### src/rtl/mem_arb_pkg.sv
// Shared types and defaults for the fetch/data memory arbiter.
// Owner tags say which pipeline port a read response belongs to.
package mem_arb_pkg;

   typedef enum logic {
      OWN_IF = 1'b0,
      OWN_D  = 1'b1
   } owner_t;

   localparam int MAX_OUT_DEF    = 2;
   localparam int STARVE_MAX_DEF = 4;

endpackage

### src/rtl/tag_fifo.sv
// In-order owner-tag FIFO: one entry per outstanding memory read.
// Pushes while full and pops while empty are ignored.
module tag_fifo
   import mem_arb_pkg::*;
#(
   parameter int DEPTH = MAX_OUT_DEF
)
(
   input  logic   clk,
   input  logic   reset,
   input  logic   i_push,
   input  owner_t i_tag,
   input  logic   i_pop,
   output owner_t o_tag,
   output logic   o_full,
   output logic   o_empty
);

   localparam int PW = (DEPTH > 1) ? $clog2(DEPTH) : 1;
   localparam int CW = $clog2(DEPTH + 1);

   owner_t          r_mem [DEPTH];
   logic [PW-1:0]   r_wr_ptr;
   logic [PW-1:0]   r_rd_ptr;
   logic [CW-1:0]   r_count;
   logic            w_do_push;
   logic            w_do_pop;

   function automatic logic [PW-1:0] ptr_inc(input logic [PW-1:0] p);
      return (p == PW'(DEPTH - 1)) ? '0 : p + 1'b1;
   endfunction

   assign o_full    = (r_count == CW'(DEPTH));
   assign o_empty   = (r_count == '0);
   assign w_do_push = i_push & ~o_full;
   assign w_do_pop  = i_pop & ~o_empty;
   assign o_tag     = r_mem[r_rd_ptr];

   always_ff @(posedge clk or negedge reset) begin
      if (!reset) begin
         r_wr_ptr <= '0;
         r_rd_ptr <= '0;
         r_count  <= '0;
      end else begin
         if (w_do_push) r_wr_ptr <= ptr_inc(r_wr_ptr);
         if (w_do_pop)  r_rd_ptr <= ptr_inc(r_rd_ptr);
         if (w_do_push && !w_do_pop)
            r_count <= r_count + 1'b1;
         else if (!w_do_push && w_do_pop)
            r_count <= r_count - 1'b1;
      end
   end

   // Tag storage carries no reset; the pointers define which entries are live.
   always_ff @(posedge clk) begin
      if (w_do_push) r_mem[r_wr_ptr] <= i_tag;
   end

endmodule

### src/rtl/mem_arbiter.sv
// Single-port memory arbiter between the IF fetch port and the MEM load/store port.
// Data has priority; a waiting fetch wins once STARVE_MAX data grants have gone by.
module mem_arbiter
   import mem_arb_pkg::*;
#(
   parameter int AW         = 32,
   parameter int DW         = 32,
   parameter int MAX_OUT    = MAX_OUT_DEF,
   parameter int STARVE_MAX = STARVE_MAX_DEF
)
(
   input  logic          clk,
   input  logic          reset,
   input  logic          if_req,
   input  logic [AW-1:0] if_addr,
   output logic          if_gnt,
   output logic          if_rvalid,
   output logic [DW-1:0] if_rdata,
   input  logic          d_req,
   input  logic          d_we,
   input  logic [AW-1:0] d_addr,
   input  logic [DW-1:0] d_wdata,
   output logic          d_gnt,
   output logic          d_rvalid,
   output logic [DW-1:0] d_rdata,
   output logic          m_req,
   output logic          m_we,
   output logic [AW-1:0] m_addr,
   output logic [DW-1:0] m_wdata,
   input  logic          m_ready,
   input  logic          m_rvalid,
   input  logic [DW-1:0] m_rdata,
   output logic          err
);

   logic          w_sel_if;
   logic          w_sel_d;
   logic          w_fifo_full;
   logic          w_fifo_empty;
   logic          w_push;
   logic          w_pop;
   owner_t        w_push_tag;
   owner_t        w_pop_tag;
   logic [3:0]    r_starve_cnt;
   logic          r_if_rvalid;
   logic          r_d_rvalid;
   logic [DW-1:0] r_if_rdata;
   logic [DW-1:0] r_d_rdata;
   logic          r_err;

   always_comb begin
      w_sel_if = 1'b0;
      w_sel_d  = 1'b0;
      if (if_req && (r_starve_cnt == 4'(STARVE_MAX)))
         w_sel_if = 1'b1;
      else if (d_req)
         w_sel_d = 1'b1;
      else if (if_req)
         w_sel_if = 1'b1;
   end

   // A full tag FIFO stalls every issue, stores included, so ordering stays simple.
   assign m_req   = reset & (w_sel_if | w_sel_d) & ~w_fifo_full;
   assign if_gnt  = w_sel_if & m_req & m_ready;
   assign d_gnt   = w_sel_d & m_req & m_ready;
   assign m_we    = w_sel_d & d_we;
   assign m_addr  = w_sel_d ? d_addr : if_addr;
   assign m_wdata = w_sel_d ? d_wdata : '0;

   assign w_push     = if_gnt | (d_gnt & ~d_we);
   assign w_push_tag = if_gnt ? OWN_IF : OWN_D;
   assign w_pop      = m_rvalid & ~w_fifo_empty;

   tag_fifo #(
      .DEPTH (MAX_OUT)
   ) u_fifo (
      .clk     (clk),
      .reset   (reset),
      .i_push  (w_push),
      .i_tag   (w_push_tag),
      .i_pop   (w_pop),
      .o_tag   (w_pop_tag),
      .o_full  (w_fifo_full),
      .o_empty (w_fifo_empty)
   );

   always_ff @(posedge clk or negedge reset) begin
      if (!reset) begin
         r_starve_cnt <= '0;
      end else if (!if_req || if_gnt) begin
         r_starve_cnt <= '0;
      end else if (d_gnt && (r_starve_cnt != 4'(STARVE_MAX))) begin
         r_starve_cnt <= r_starve_cnt + 4'd1;
      end
   end

   always_ff @(posedge clk or negedge reset) begin
      if (!reset) begin
         r_if_rvalid <= 1'b0;
         r_d_rvalid  <= 1'b0;
         r_if_rdata  <= '0;
         r_d_rdata   <= '0;
         r_err       <= 1'b0;
      end else begin
         r_if_rvalid <= w_pop && (w_pop_tag == OWN_IF);
         r_d_rvalid  <= w_pop && (w_pop_tag == OWN_D);
         if (w_pop && (w_pop_tag == OWN_IF)) r_if_rdata <= m_rdata;
         if (w_pop && (w_pop_tag == OWN_D))  r_d_rdata  <= m_rdata;
         // A response nobody asked for is a protocol violation; latch it.
         if (m_rvalid && w_fifo_empty) r_err <= 1'b1;
      end
   end

   assign if_rvalid = r_if_rvalid;
   assign if_rdata  = r_if_rdata;
   assign d_rvalid  = r_d_rvalid;
   assign d_rdata   = r_d_rdata;
   assign err       = r_err;

endmodule
### config.mk
export PLATFORM = sky130hd
export DESIGN_NAME = mem_arbiter
export DESIGN_NICKNAME = d
export VERILOG_FILES = /design/src/rtl/mem_arb_pkg.sv /design/src/rtl/tag_fifo.sv /design/src/rtl/mem_arbiter.sv
export SDC_FILE = /design/constraint.sdc
export NUM_CORES = 1
export LEC_CHECK = 0
export CELL_PAD_IN_SITES_DETAIL_PLACEMENT = 1
export CELL_PAD_IN_SITES_GLOBAL_PLACEMENT = 1
export CORE_ASPECT_RATIO = 1.5
export CORE_MARGIN = 5
export CORE_UTILIZATION = 24
export CTS_CLUSTER_SIZE = 28
export DETAILED_ROUTE_END_ITERATION = 7
export PLACE_DENSITY = 0.73
export SLEW_MARGIN = 20
export SYNTH_ARGS = -nofsm -noshare
export SYNTH_HDL_FRONTEND = slang
export SYNTH_SLANG_ARGS = --single-unit
### constraint.sdc
create_clock -name clk -period 2.1 [get_ports clk]
set_clock_uncertainty 0.1 [all_clocks]
set_input_delay 0.42 -clock clk [delete_from_list [all_inputs] [get_ports clk]]
set_output_delay 0.42 -clock clk [all_outputs]
set_load 0.02 [all_outputs]
== Yosys cells after proc, flatten, opt, wreduce, memory -nomap -nowiden ==
Memories as Yosys holds them, arrays and structs flattened.
Cells that the tools add are included.

* Bits in registers: 75
* Memories kept: 1
* Input bits: 135
* Word-level logic and storage cells: 65
* RAM bits: 2

{| class="wikitable"
|+ Memory list
! name !! depth !! bits a word !! read ports !! clocked after Yosys merged registers in !! wr ports !! line !! text
|-
| u_fifo.r_mem || 2 || 1 || 1 || 0 || 1 || tag_fifo.sv:22 || <nowiki>owner_t r_mem [DEPTH];</nowiki>
|}

* Bitwise gates (word level): 17
* Add/subtract/negate cells: 5
* Eq/ne operators: 3
* Mux-type cells: 16
* Reductions and logical operators: 14

{| class="wikitable"
|+ Operator list
! cell !! number
|-
| $mux W32 || 2
|-
| $and A1 B1 Y1 || 11
|-
| $mux W1 || 10
|-
| $mux W4 || 2
|-
| $logic_and A1 B1 Y1 || 7
|-
| $add A4 B1 Y4 const B || 1
|-
| $eq A4 B3 Y1 const B || 1
|-
| $mux W2 || 2
|-
| $ne A4 B3 Y1 const B || 1
|-
| $not A1 Y1 || 4
|-
| $reduce_bool A2 Y1 || 2
|-
| $logic_not A1 Y1 || 3
|-
| $add A1 B1 Y1 const B || 2
|-
| $add A2 B1 Y2 const B || 1
|-
| $eq A2 B2 Y1 const B || 1
|-
| $logic_not A2 Y1 || 1
|-
| $or A1 B1 Y1 || 2
|-
| $sub A2 B1 Y2 const B || 1
|-
| $logic_or A1 B1 Y1 || 1
|}

== Logic depth before layout (Yosys ltp) ==
Gate-level depths: netlist of run 1.

* Word-level depth: 15
* Gate-level depth with buffers: 10
* Depth with buffers taken out: 10

== Modules after synthesis ==
A second synthesis of run 1 with hierarchy kept.

* Cells, all modules: 279
* Area, all modules: 3828.7 µm²

{| class="wikitable"
|+ Modules (own cells, without submodules)
! module !! times used !! cells each !! area an instance (µm²)
|-
| mem_arbiter || 1 || 257 || 3560.9
|-
| tag_fifo || 1 || 22 || 267.8
|}

== Least setup slack after synthesis of run 1 ==
No wires, ideal clock.

* Path type: flip-flop to output port
* Start point: reg r_starve_cnt[0]
* End point: out m_addr[10]
* Stages on the path, launching flop included: 7
* Path buffers: 1
* Slack: 0.088 ns
* Arrival: 1.492 ns
* Cells stage by stage: dfrtp_1 inv_1 ha_1 nand3_2 nand2_2 buf_4 mux2_2

* Word-level cells in the longest chain between the ends: 4

{| class="wikitable"
|+ Ends and longest elaborated chain
! what !! line !! text
|-
| start: declaration || mem_arbiter.sv:44 || <nowiki>logic [3:0] r_starve_cnt;</nowiki>
|-
| start signal: assignment || mem_arbiter.sv:93 || <nowiki>r_starve_cnt <= r_starve_cnt + 4'd1;</nowiki>
|-
| $eq A4 B3 Y1 || mem_arbiter.sv:54 || <nowiki>if (if_req && (r_starve_cnt == 4'(STARVE_MAX)))</nowiki>
|-
| $logic_and A1 B1 Y1 || mem_arbiter.sv:54 ||
|-
| $mux W1 || mem_arbiter.sv:54 ||
|-
| $mux W32 || mem_arbiter.sv:67 || <nowiki>assign m_addr = w_sel_d ? d_addr : if_addr;</nowiki>
|-
| end: declaration || mem_arbiter.sv:28 || <nowiki>output logic [AW-1:0] m_addr,</nowiki>
|}

No other way between the ends.

== Worst setup path in the final report of run 1 ==
* Start point: reg r_starve_cnt[0]
* End point: out m_addr[15]

Same word-level chain as after synthesis.

==> results of run 1 <==
routing by layer:
metal / vias up / part of all wire
met4: 0 / 0.057
li1: 1596 / -
met2: 226 / 0.53
met3: 30 / 0.093
met5: - / 0
met1: 1735 / 0.32
critical path, stage by stage, from the launching register on:
cell and delay, ns:
sky130_fd_sc_hd__dfrtp_1 0.41, sky130_fd_sc_hd__inv_2 0.10, sky130_fd_sc_hd__ha_4 0.16, sky130_fd_sc_hd__nand3_4 0.09
sky130_fd_sc_hd__nand2_4 0.11, sky130_fd_sc_hd__buf_12 0.12, sky130_fd_sc_hd__buf_16 0.13, sky130_fd_sc_hd__mux2_4 0.31
sky130_fd_sc_hd__buf_6 0.13
stage by stage:
| stage | cell area [um2] | worst slack [ns] |
|---|---|---|
| finish | 7580 | -0.314 |
| global route | 7580 | -0.373 |
| detailed placement | 6920 | -0.663 |
| CTS | 7350 | -0.308 |
| global placement | 6920 | -0.604 |
| floorplan | 3830 | 0.0885 |
flip-flops by register name, summed over array words and instances (netlist names):
register and cells:
d_rdata 32, u_fifo.r_count 2, u_fifo.r_rd_ptr 1, d_rvalid 1, err 1, u_fifo.r_mem 2
r_starve_cnt 4, u_fifo.r_wr_ptr 1, if_rdata 32, if_rvalid 1
where the power goes:
part           switching (uW)  internal [uW]
Sequential                403           2180
Clock                     649            851
Combinational            1940           2510
logic make-up (layout without fill, tap and decap cells):
| family | Yosys count | in the layout | synth area share |
|---|---|---|---|
| AND/OR/NAND/NOR | 63 | 63 | 0.101 |
| adder cells (fa/ha/maj) | 3 | 3 | 0.00981 |
| multiplexers | 97 | 97 | 0.315 |
| XOR/XNOR | 5 | 5 | 0.0114 |
| AO/OA/AOI/OAI | 10 | 10 | 0.0209 |
| buffers and inverters | 23 | 330 | 0.0363 |
| flip-flops | 77 | 77 | 0.506 |
repair_timing:
action / 4_1_cts / 5_1_grt
gates resized for setup: 277 / 68
cloned: 2 / 0
pin swaps: 4 / 8
setup endpoints to repair: 69 / 69
setup buffers: 4 / 8
worst max-delay path by stage:
stage,startpoint,end,slack (ns),cells after the start
2_1_floorplan,r_starve_cnt[0],m_addr[10],0.09,6
3_5_place_dp,if_req,m_addr[8],-0.66,6
3_3_place_gp,if_req,m_addr[5],-0.60,6
5_1_grt,r_starve_cnt[0],m_addr[11],-0.37,8
6_report,r_starve_cnt[0],m_addr[15],-0.31,8
4_1_cts,r_starve_cnt[3],m_wdata[14],-0.31,6
layout by cell type (no fill, tap or decap), types with 3 or more instances in the layout:
cell                              Yosys  final
sky130_fd_sc_hd__and3_1              34     25
sky130_fd_sc_hd__and3_4               0      8
sky130_fd_sc_hd__buf_12               0     11
sky130_fd_sc_hd__buf_2                0     11
sky130_fd_sc_hd__buf_4                6     50
sky130_fd_sc_hd__buf_6                4     33
sky130_fd_sc_hd__clkbuf_16            0      9
sky130_fd_sc_hd__clkdlybuf4s50_1      0    197
sky130_fd_sc_hd__dfrtp_1             75     74
sky130_fd_sc_hd__inv_2                1      4
sky130_fd_sc_hd__mux2_2              67     37
sky130_fd_sc_hd__mux2_4              29     59
sky130_fd_sc_hd__nand2_1             10      8
sky130_fd_sc_hd__nor2_1               5      4
sky130_fd_sc_hd__xnor2_1              3      3
layout make-up:
type	instances	area [um2]	share of cell area
timing repair buffer	309	3100	0.409
multi-input combinational	178	1980	0.261
sequential	77	1940	0.256
tap	203	254	0.0335
clock buffer	10	239	0.0315
clock inverter	6	52.6	0.00694
inverter	5	18.8	0.00248
==> key figures, run 1 <==
Detailed routing
  – TritonRoute pass-1 iters: 4
  – Total wire length: 18000 um
  – ANT nets after route: 0
  – Vias per inst: 4.55
  – Routed length per instance: 22.8 um
  – Iter 0 DRT Violations: 127
  – Total vias in the final route: 3587
  – DRC errors left: 0

Global routing
  – Met3 usage in global routing: 0.0623
  – Met2 usage: 0.347
  – Busiest metal layer after global routing: met2
  – Wire length of the first global-routing pass: 25100 um
  – Met1 Resource Use GR: 0.171
  – Maximum number of pins on one net before global-route repair: 76
  – All-Layer GR Usage: 0.184
  – Via count of the first global-routing pass: 4041
  – Total global routing overflow: 0
  – Antenna violations before repair: 0

Synth
  – Number of warnings reported in the yosys synthesis log: 0
  – Top-area cell type share of the netlist area: 0.491
  – Most common cell in the netlist: sky130_fd_sc_hd__dfrtp_1
  – Prevailing post-synth register cell: sky130_fd_sc_hd__dfrtp_1
  – Post-synth EDFFs: 2
  – Mean instance size in the synthesized netlist: 13.8 um2
  – Post-synthesis sequential area ratio: 0.506
  – Share of async-settable or async-resettable flops after synthesis: 0.974
  – Synthesized area: 3830 um2
  – Cells after synthesis: 278
  – Synthesized Nets: 416
  – Number of distinct library cell variants in the gate-level netlist after synthesis: 36
  – Largest area contributor in the synthesized netlist: sky130_fd_sc_hd__dfrtp_1
  – Biggest area contributors in the synthesized netlist: sky130_fd_sc_hd__dfrtp_1 (49%), sky130_fd_sc_hd__mux2_2 (20%), sky130_fd_sc_hd__mux2_4 (11%)
  – Seq cells post-synth: 77
  – Most numerous cell types in the synthesized netlist: sky130_fd_sc_hd__dfrtp_1 (75), sky130_fd_sc_hd__mux2_2 (67), sky130_fd_sc_hd__and3_1 (34)

STA
  – Sum of negative setup slack: -12.63 ns
  – Worst-case headroom to the max-slew limit: 0.699
  – Setup repair after global routing missed its margin: yes
  – Final cycle utilization of the critical path: 1.15
  – Final Worst Setup Slack: -0.314 ns
  – Final critical-path required period: 2.41 ns
  – Final hold violation count: 0
  – Peak Freq: 0.414 GHz
  – Transition time of the tightest slew-check pin: 0.451 ns
  – Setup violators final: 66
  – Number of pins with negative max-slew slack in the final report: 0
  – Min Hold Slack: 0.0654 ns

Critical path
  – Startpoint of the most critical register-to-register path: r_starve_cnt[0]
  – Type of element capturing the critical path: output pin
  – CP Launch Type: flip-flop
  – Kind of critical path: reg -> out
  – Critical Path AT: 1.89 ns
  – Worst Path Max Fanout: 6
  – Terminus of the critical flop-to-flop path: u_fifo.r_count[1]
  – Worst reg2reg setup slack: 0.05 ns
  – Required time at the endpoint of the critical path: 1.58 ns
  – Number of cells traversed by the worst register-to-register path: 11

Place
  – IO Port Bufs: 269
  – Final HPWL DP: 14700 um
  – Final weighted congestion in routability-driven placement: 0.908
  – Number of placed instances, taps included: 758

Clock tree
  – Clock tree from TritonCTS: yes
  – H-tree depth reported by CTS: 3
  – Deepest clock path buffer count: 2
  – Number of hold buffers added after cts: 0
  – Number of sinks handled by clock tree synthesis: 77
  – Clk Latency, worst-skew pair: 0.33 ns
  – Clk root buf: sky130_fd_sc_hd__clkbuf_16
  – Clock input transition at the sequential cells of the worst setup and hold paths: 0.06 ns
  – Clock buffers created by TritonCTS: 9

Floorplan
  – Starting density of the core: 0.245
  – Number of I/O pins: 270
  – Die area: 18600 um2
  – Width of the die: 113 um
  – Height of the die: 165 um
  – Standard cell core area: 15600 um2
  – Number of rows created at floorplan: 56

Finish
  – Signed area change from the synthesized netlist to the final layout: 98.0%
  – Filler-free cell count of the finished design: 788
  – Fraction of final layout cells with drive strength greater than 1: 0.432
  – Final standard cell utilization of the core: 0.485
  – Final #Nets: 718
  – Fillers: 1621
  – Antenna diodes: 0

Min path
  – Worst min-delay path category: in -> async

Status
  – Violated checks: setup timing
  – Result of the run: complete, but fails checks

Power and ir drop
  – Peak ir drop on the vdd network: 659 uV
  – Total leakage power: 0.00340 uW
  – PwrDens: 1130 nW/um2
  – Overall Power: 8540 uW

Job
  – Max Cap Violations: 0
(Power assumes the default switching activity.)
==> run 2, diff against run 1 <==
--- a/config.mk
+++ b/config.mk
@@ -5,14 +5,16 @@
 export SDC_FILE = /design/constraint.sdc
 export NUM_CORES = 1
 export LEC_CHECK = 0
+export ABC_AREA = 1
+export CAP_MARGIN = 5
 export CELL_PAD_IN_SITES_DETAIL_PLACEMENT = 1
 export CELL_PAD_IN_SITES_GLOBAL_PLACEMENT = 1
 export CORE_ASPECT_RATIO = 1.5
 export CORE_MARGIN = 5
-export CORE_UTILIZATION = 24
+export CORE_UTILIZATION = 25
 export CTS_CLUSTER_SIZE = 28
 export DETAILED_ROUTE_END_ITERATION = 7
-export PLACE_DENSITY = 0.73
+export PLACE_DENSITY = 0.79
 export SLEW_MARGIN = 20
 export SYNTH_ARGS = -nofsm -noshare
 export SYNTH_HDL_FRONTEND = slang
==> key figures, run 2 <==
Place
  – IO Port Bufs: 269
  – Post-place instance area: 7110 um2
  – Final weighted congestion in routability-driven placement: 0.786
  – Final HPWL DP: 13300 um

Floorplan
  – Die area: 19000 um2
  – Number of rows created at floorplan: 57
  – Width of the die: 114 um
  – Starting density of the core: 0.253
  – Standard cell core area: 16100 um2
  – Number of I/O pins: 270
  – Height of the die: 166 um

Synth
  – Post-synth EDFFs: 2
  – Most common cell in the netlist: sky130_fd_sc_hd__nand2_1
  – Synthesized Nets: 628
  – Number of distinct library cell variants in the gate-level netlist after synthesis: 30
  – Share of async-settable or async-resettable flops after synthesis: 0.974
  – Largest area contributor in the synthesized netlist: sky130_fd_sc_hd__dfrtp_1
  – Top-area cell type share of the netlist area: 0.461
  – Seq cells post-synth: 77
  – Mean instance size in the synthesized netlist: 8.31 um2
  – Biggest area contributors in the synthesized netlist: sky130_fd_sc_hd__dfrtp_1 (46%), sky130_fd_sc_hd__nand2_1 (16%), sky130_fd_sc_hd__o21ai_2 (11%)
  – Cells after synthesis: 490
  – Most numerous cell types in the synthesized netlist: sky130_fd_sc_hd__nand2_1 (171), sky130_fd_sc_hd__inv_1 (79), sky130_fd_sc_hd__dfrtp_1 (75)
  – Synthesized area: 4070 um2
  – Number of warnings reported in the yosys synthesis log: 0
  – Prevailing post-synth register cell: sky130_fd_sc_hd__dfrtp_1
  – Post-synthesis sequential area ratio: 0.476

Critical path
  – Slowest cell on the critical path: sky130_fd_sc_hd__dfrtp_1
  – Required time at the endpoint of the critical path: 1.58 ns
  – Total buffers and inverters traversed by the critical path: 5
  – Worst reg2reg setup slack: -0.17 ns
  – Kind of critical path: reg -> out
  – Number of cells traversed by the worst register-to-register path: 14
  – Worst Path Max Fanout: 8
  – CP Launch Type: flip-flop
  – Cell-by-cell listing of the critical path: inv_2 -> ha_4 -> nand4_1 -> nand2_4 -> buf_12 -> buf_16 -> nor2_4 -> buf_6 -> buf_12
  – Crit-path most repeated cell: sky130_fd_sc_hd__buf_12
  – Worst path top cell family by delay: buffers and inverters
  – Critical Path AT: 1.85 ns
  – Type of element capturing the critical path: output pin
  – Terminus of the critical flop-to-flop path: u_fifo.r_count[1]
  – Startpoint of the most critical register-to-register path: r_starve_cnt[0]
  – Critical Path Max Stage Delay: 0.40 ns

Finish
  – Signed area change from the synthesized netlist to the final layout: 97.1%
  – Fin area: 8030 um2
  – Fraction of final layout cells with drive strength greater than 1: 0.327
  – Final standard cell utilization of the core: 0.498
  – Antenna diodes: 0
  – Commonest cells after routing, fill and taps aside: sky130_fd_sc_hd__clkdlybuf4s50_1 (198), sky130_fd_sc_hd__nand2_1 (147), sky130_fd_sc_hd__inv_1 (76)
  – Final #Nets: 949
  – Leading cell type in the layout, fill and taps excluded: sky130_fd_sc_hd__clkdlybuf4s50_1

Global routing
  – Maximum number of pins on one net before global-route repair: 71
  – Via count of the first global-routing pass: 4836
  – Wire length of the first global-routing pass: 26200 um
  – All-Layer GR Usage: 0.177
  – Total global routing overflow: 0
  – Antenna violations before repair: 0

Power and ir drop
  – Register share of total power: 0.296
  – PwrDens: 1040 nW/um2
  – Switching Power: 3200 uW
  – Part of the total power dissipated in the clock network: 0.193
  – Overall Power: 8350 uW
  – Combinational power share: 0.512
  – Switching Share: 0.384
  – Total leakage power: 0.00396 uW
  – Design internal power: 5140 uW
  – Peak ir drop on the vdd network: 581 uV

STA
  – Setup violators final: 67
  – Worst-case headroom to the max-slew limit: 0.399
  – Peak Freq: 0.423 GHz
  – Final hold violation count: 0
  – Final Worst Setup Slack: -0.265 ns
  – Setup repair after global routing missed its margin: yes
  – Transition time of the tightest slew-check pin: 0.901 ns
  – Number of pins with negative max-slew slack in the final report: 0
  – Final cycle utilization of the critical path: 1.13
  – Final critical-path required period: 2.37 ns

Status
  – Result of the run: complete, but fails checks
  – Violated checks: setup timing

Clock tree
  – Deepest clock path buffer count: 2
  – Clk Latency, worst-skew pair: 0.33 ns
  – Clock tree from TritonCTS: yes
  – Clk root buf: sky130_fd_sc_hd__clkbuf_16
  – Number of sinks handled by clock tree synthesis: 77
  – Clock input transition at the sequential cells of the worst setup and hold paths: 0.06 ns
  – H-tree depth reported by CTS: 3
  – Clock buffers created by TritonCTS: 9

Detailed routing
  – Routed length per instance: 16.5 um
  – Total vias in the final route: 4394
  – Total wire length: 16900 um
  – TritonRoute pass-1 iters: 4
  – Iter 0 DRT Violations: 131
  – ANT nets after route: 0
  – DRC errors left: 0
  – Vias per inst: 4.30

Min path
  – Worst min-delay path category: in -> async

Job
  – Max Cap Violations: 0
run 2: cell count changes in the layout (fill, tap and decap cells not counted), moves of 12 or more:
cell | before | now
sky130_fd_sc_hd__mux2_4 | 59 | 0
sky130_fd_sc_hd__nand2_1 | 8 | 147
sky130_fd_sc_hd__nor2_4 | 1 | 14
sky130_fd_sc_hd__o21ai_1 | 1 | 13
sky130_fd_sc_hd__buf_4 | 50 | 67
sky130_fd_sc_hd__mux2_2 | 37 | 0
sky130_fd_sc_hd__o21ai_2 | 1 | 51
sky130_fd_sc_hd__and3_1 | 25 | 0
sky130_fd_sc_hd__nand2_2 | 2 | 19
sky130_fd_sc_hd__inv_1 | 1 | 76
run 2: power by group through the flow:
stage / Sequential (uW) / Clock, uW / Combinational, uW
final: 2470 / 1610 / 4270
after CTS: 2480 / 1660 / 4300
after floorplan: 3220 / 0 / 1390
after global routing: 2560 / 1730 / 4590
after global placement: 2450 / 0 / 4090
after detailed placement: 2490 / 0 / 4170
run 2: what timing repair did:
| item | CTS | global route |
|---|---|---|
| hold endpoints to repair | 5 | 0 |
| setup endpoints to repair | 69 | 70 |
| gates cloned | 6 | 0 |
| hold buffers | 1 | 0 |
| pin swaps | 12 | 10 |
| buffers inserted | 19 | 5 |
| resized for setup | 348 | 47 |
run 2: kinds of logic after synthesis:
| group | after synthesis | share of synthesized area |
|---|---|---|
| AOI/OAI and AO/OA | 70 | 0.139 |
| DFF | 77 | 0.476 |
| and+or+nand+nor | 228 | 0.233 |
| muxes | 1 | 0.00246 |
| buffers and inverters | 106 | 0.130 |
| xor gates and xnor gates | 5 | 0.0108 |
| adders and majority gates | 3 | 0.00922 |
run 2: stage by stage:
step                      std cells  setup WS [ns]  TNS (ns)  hold slack, ns
after floorplan                 490         0.0652         0          0.0244
after global placement          975         -0.623    -31.28           0.263
after detailed placement        975         -0.661    -34.50           0.267
after CTS                      1017         -0.275    -12.70           0.260
after global routing           1022         -0.343    -18.59           0.306
final                          1022         -0.265    -12.89           0.230
run 2: routing by layer:
layer | GRT usage | up-vias | part of all wire
li1 | - | 2125 | -
met1 | 0.188 | 2035 | 0.34
met2 | 0.320 | 220 | 0.52
met3 | 0.0744 | 14 | 0.12
met4 | 0.0419 | 0 | 0.014
met5 | 0 | - | 0
run 2: how the worst max path moves through the flow:
| stage | to | from | depth (start not counted) | slack [ns] |
|---|---|---|---|---|
| 6_report | d_gnt | r_starve_cnt[0] | 9 | -0.27 |
| 5_1_grt | m_addr[8] | r_starve_cnt[0] | 9 | -0.34 |
| 4_1_cts | m_addr[28] | r_starve_cnt[0] | 8 | -0.27 |
| 3_5_place_dp | m_addr[28] | if_req | 7 | -0.66 |
| 3_3_place_gp | m_addr[30] | if_req | 8 | -0.62 |
| 2_1_floorplan | u_fifo.r_count[1] | r_starve_cnt[0] | 11 | 0.07 |
run 2: cell type report:
type	instances	area (um2)
fillers	1856	8090
repair buffers	333	3360
flip-flops and latches	77	1940
multi-input cells	307	1850
inverters	83	312
well taps	206	258
clock buffers	10	239
clock inverters	6	70.1
run 2: worst register-to-register path, cell delays in order, from the launching register on:
cell and delay, ns:
sky130_fd_sc_hd__dfrtp_1 0.40, sky130_fd_sc_hd__inv_2 0.09, sky130_fd_sc_hd__ha_4 0.14, sky130_fd_sc_hd__nand4_1 0.14, sky130_fd_sc_hd__nand2_4 0.19, sky130_fd_sc_hd__buf_12 0.14, sky130_fd_sc_hd__buf_16 0.13, sky130_fd_sc_hd__nor2_4 0.04
sky130_fd_sc_hd__buf_4 0.13, sky130_fd_sc_hd__nand2_4 0.07, sky130_fd_sc_hd__nand2_4 0.06, sky130_fd_sc_hd__ha_4 0.22, sky130_fd_sc_hd__a21oi_2 0.10, sky130_fd_sc_hd__o21ai_1 0.08, sky130_fd_sc_hd__xor2_1 0.14
==> run 3, diff against run 2 <==
--- a/config.mk
+++ b/config.mk
@@ -6,7 +6,6 @@
 export NUM_CORES = 1
 export LEC_CHECK = 0
 export ABC_AREA = 1
-export CAP_MARGIN = 5
 export CELL_PAD_IN_SITES_DETAIL_PLACEMENT = 1
 export CELL_PAD_IN_SITES_GLOBAL_PLACEMENT = 1
 export CORE_ASPECT_RATIO = 1.5
@@ -14,6 +13,7 @@
 export CORE_UTILIZATION = 25
 export CTS_CLUSTER_SIZE = 28
 export DETAILED_ROUTE_END_ITERATION = 7
+export HOLD_SLACK_MARGIN = 0.08
 export PLACE_DENSITY = 0.79
 export SLEW_MARGIN = 20
 export SYNTH_ARGS = -nofsm -noshare
==> results of run 3 <==
No change in the layout: final DEF, timing and power equal those of run 2.
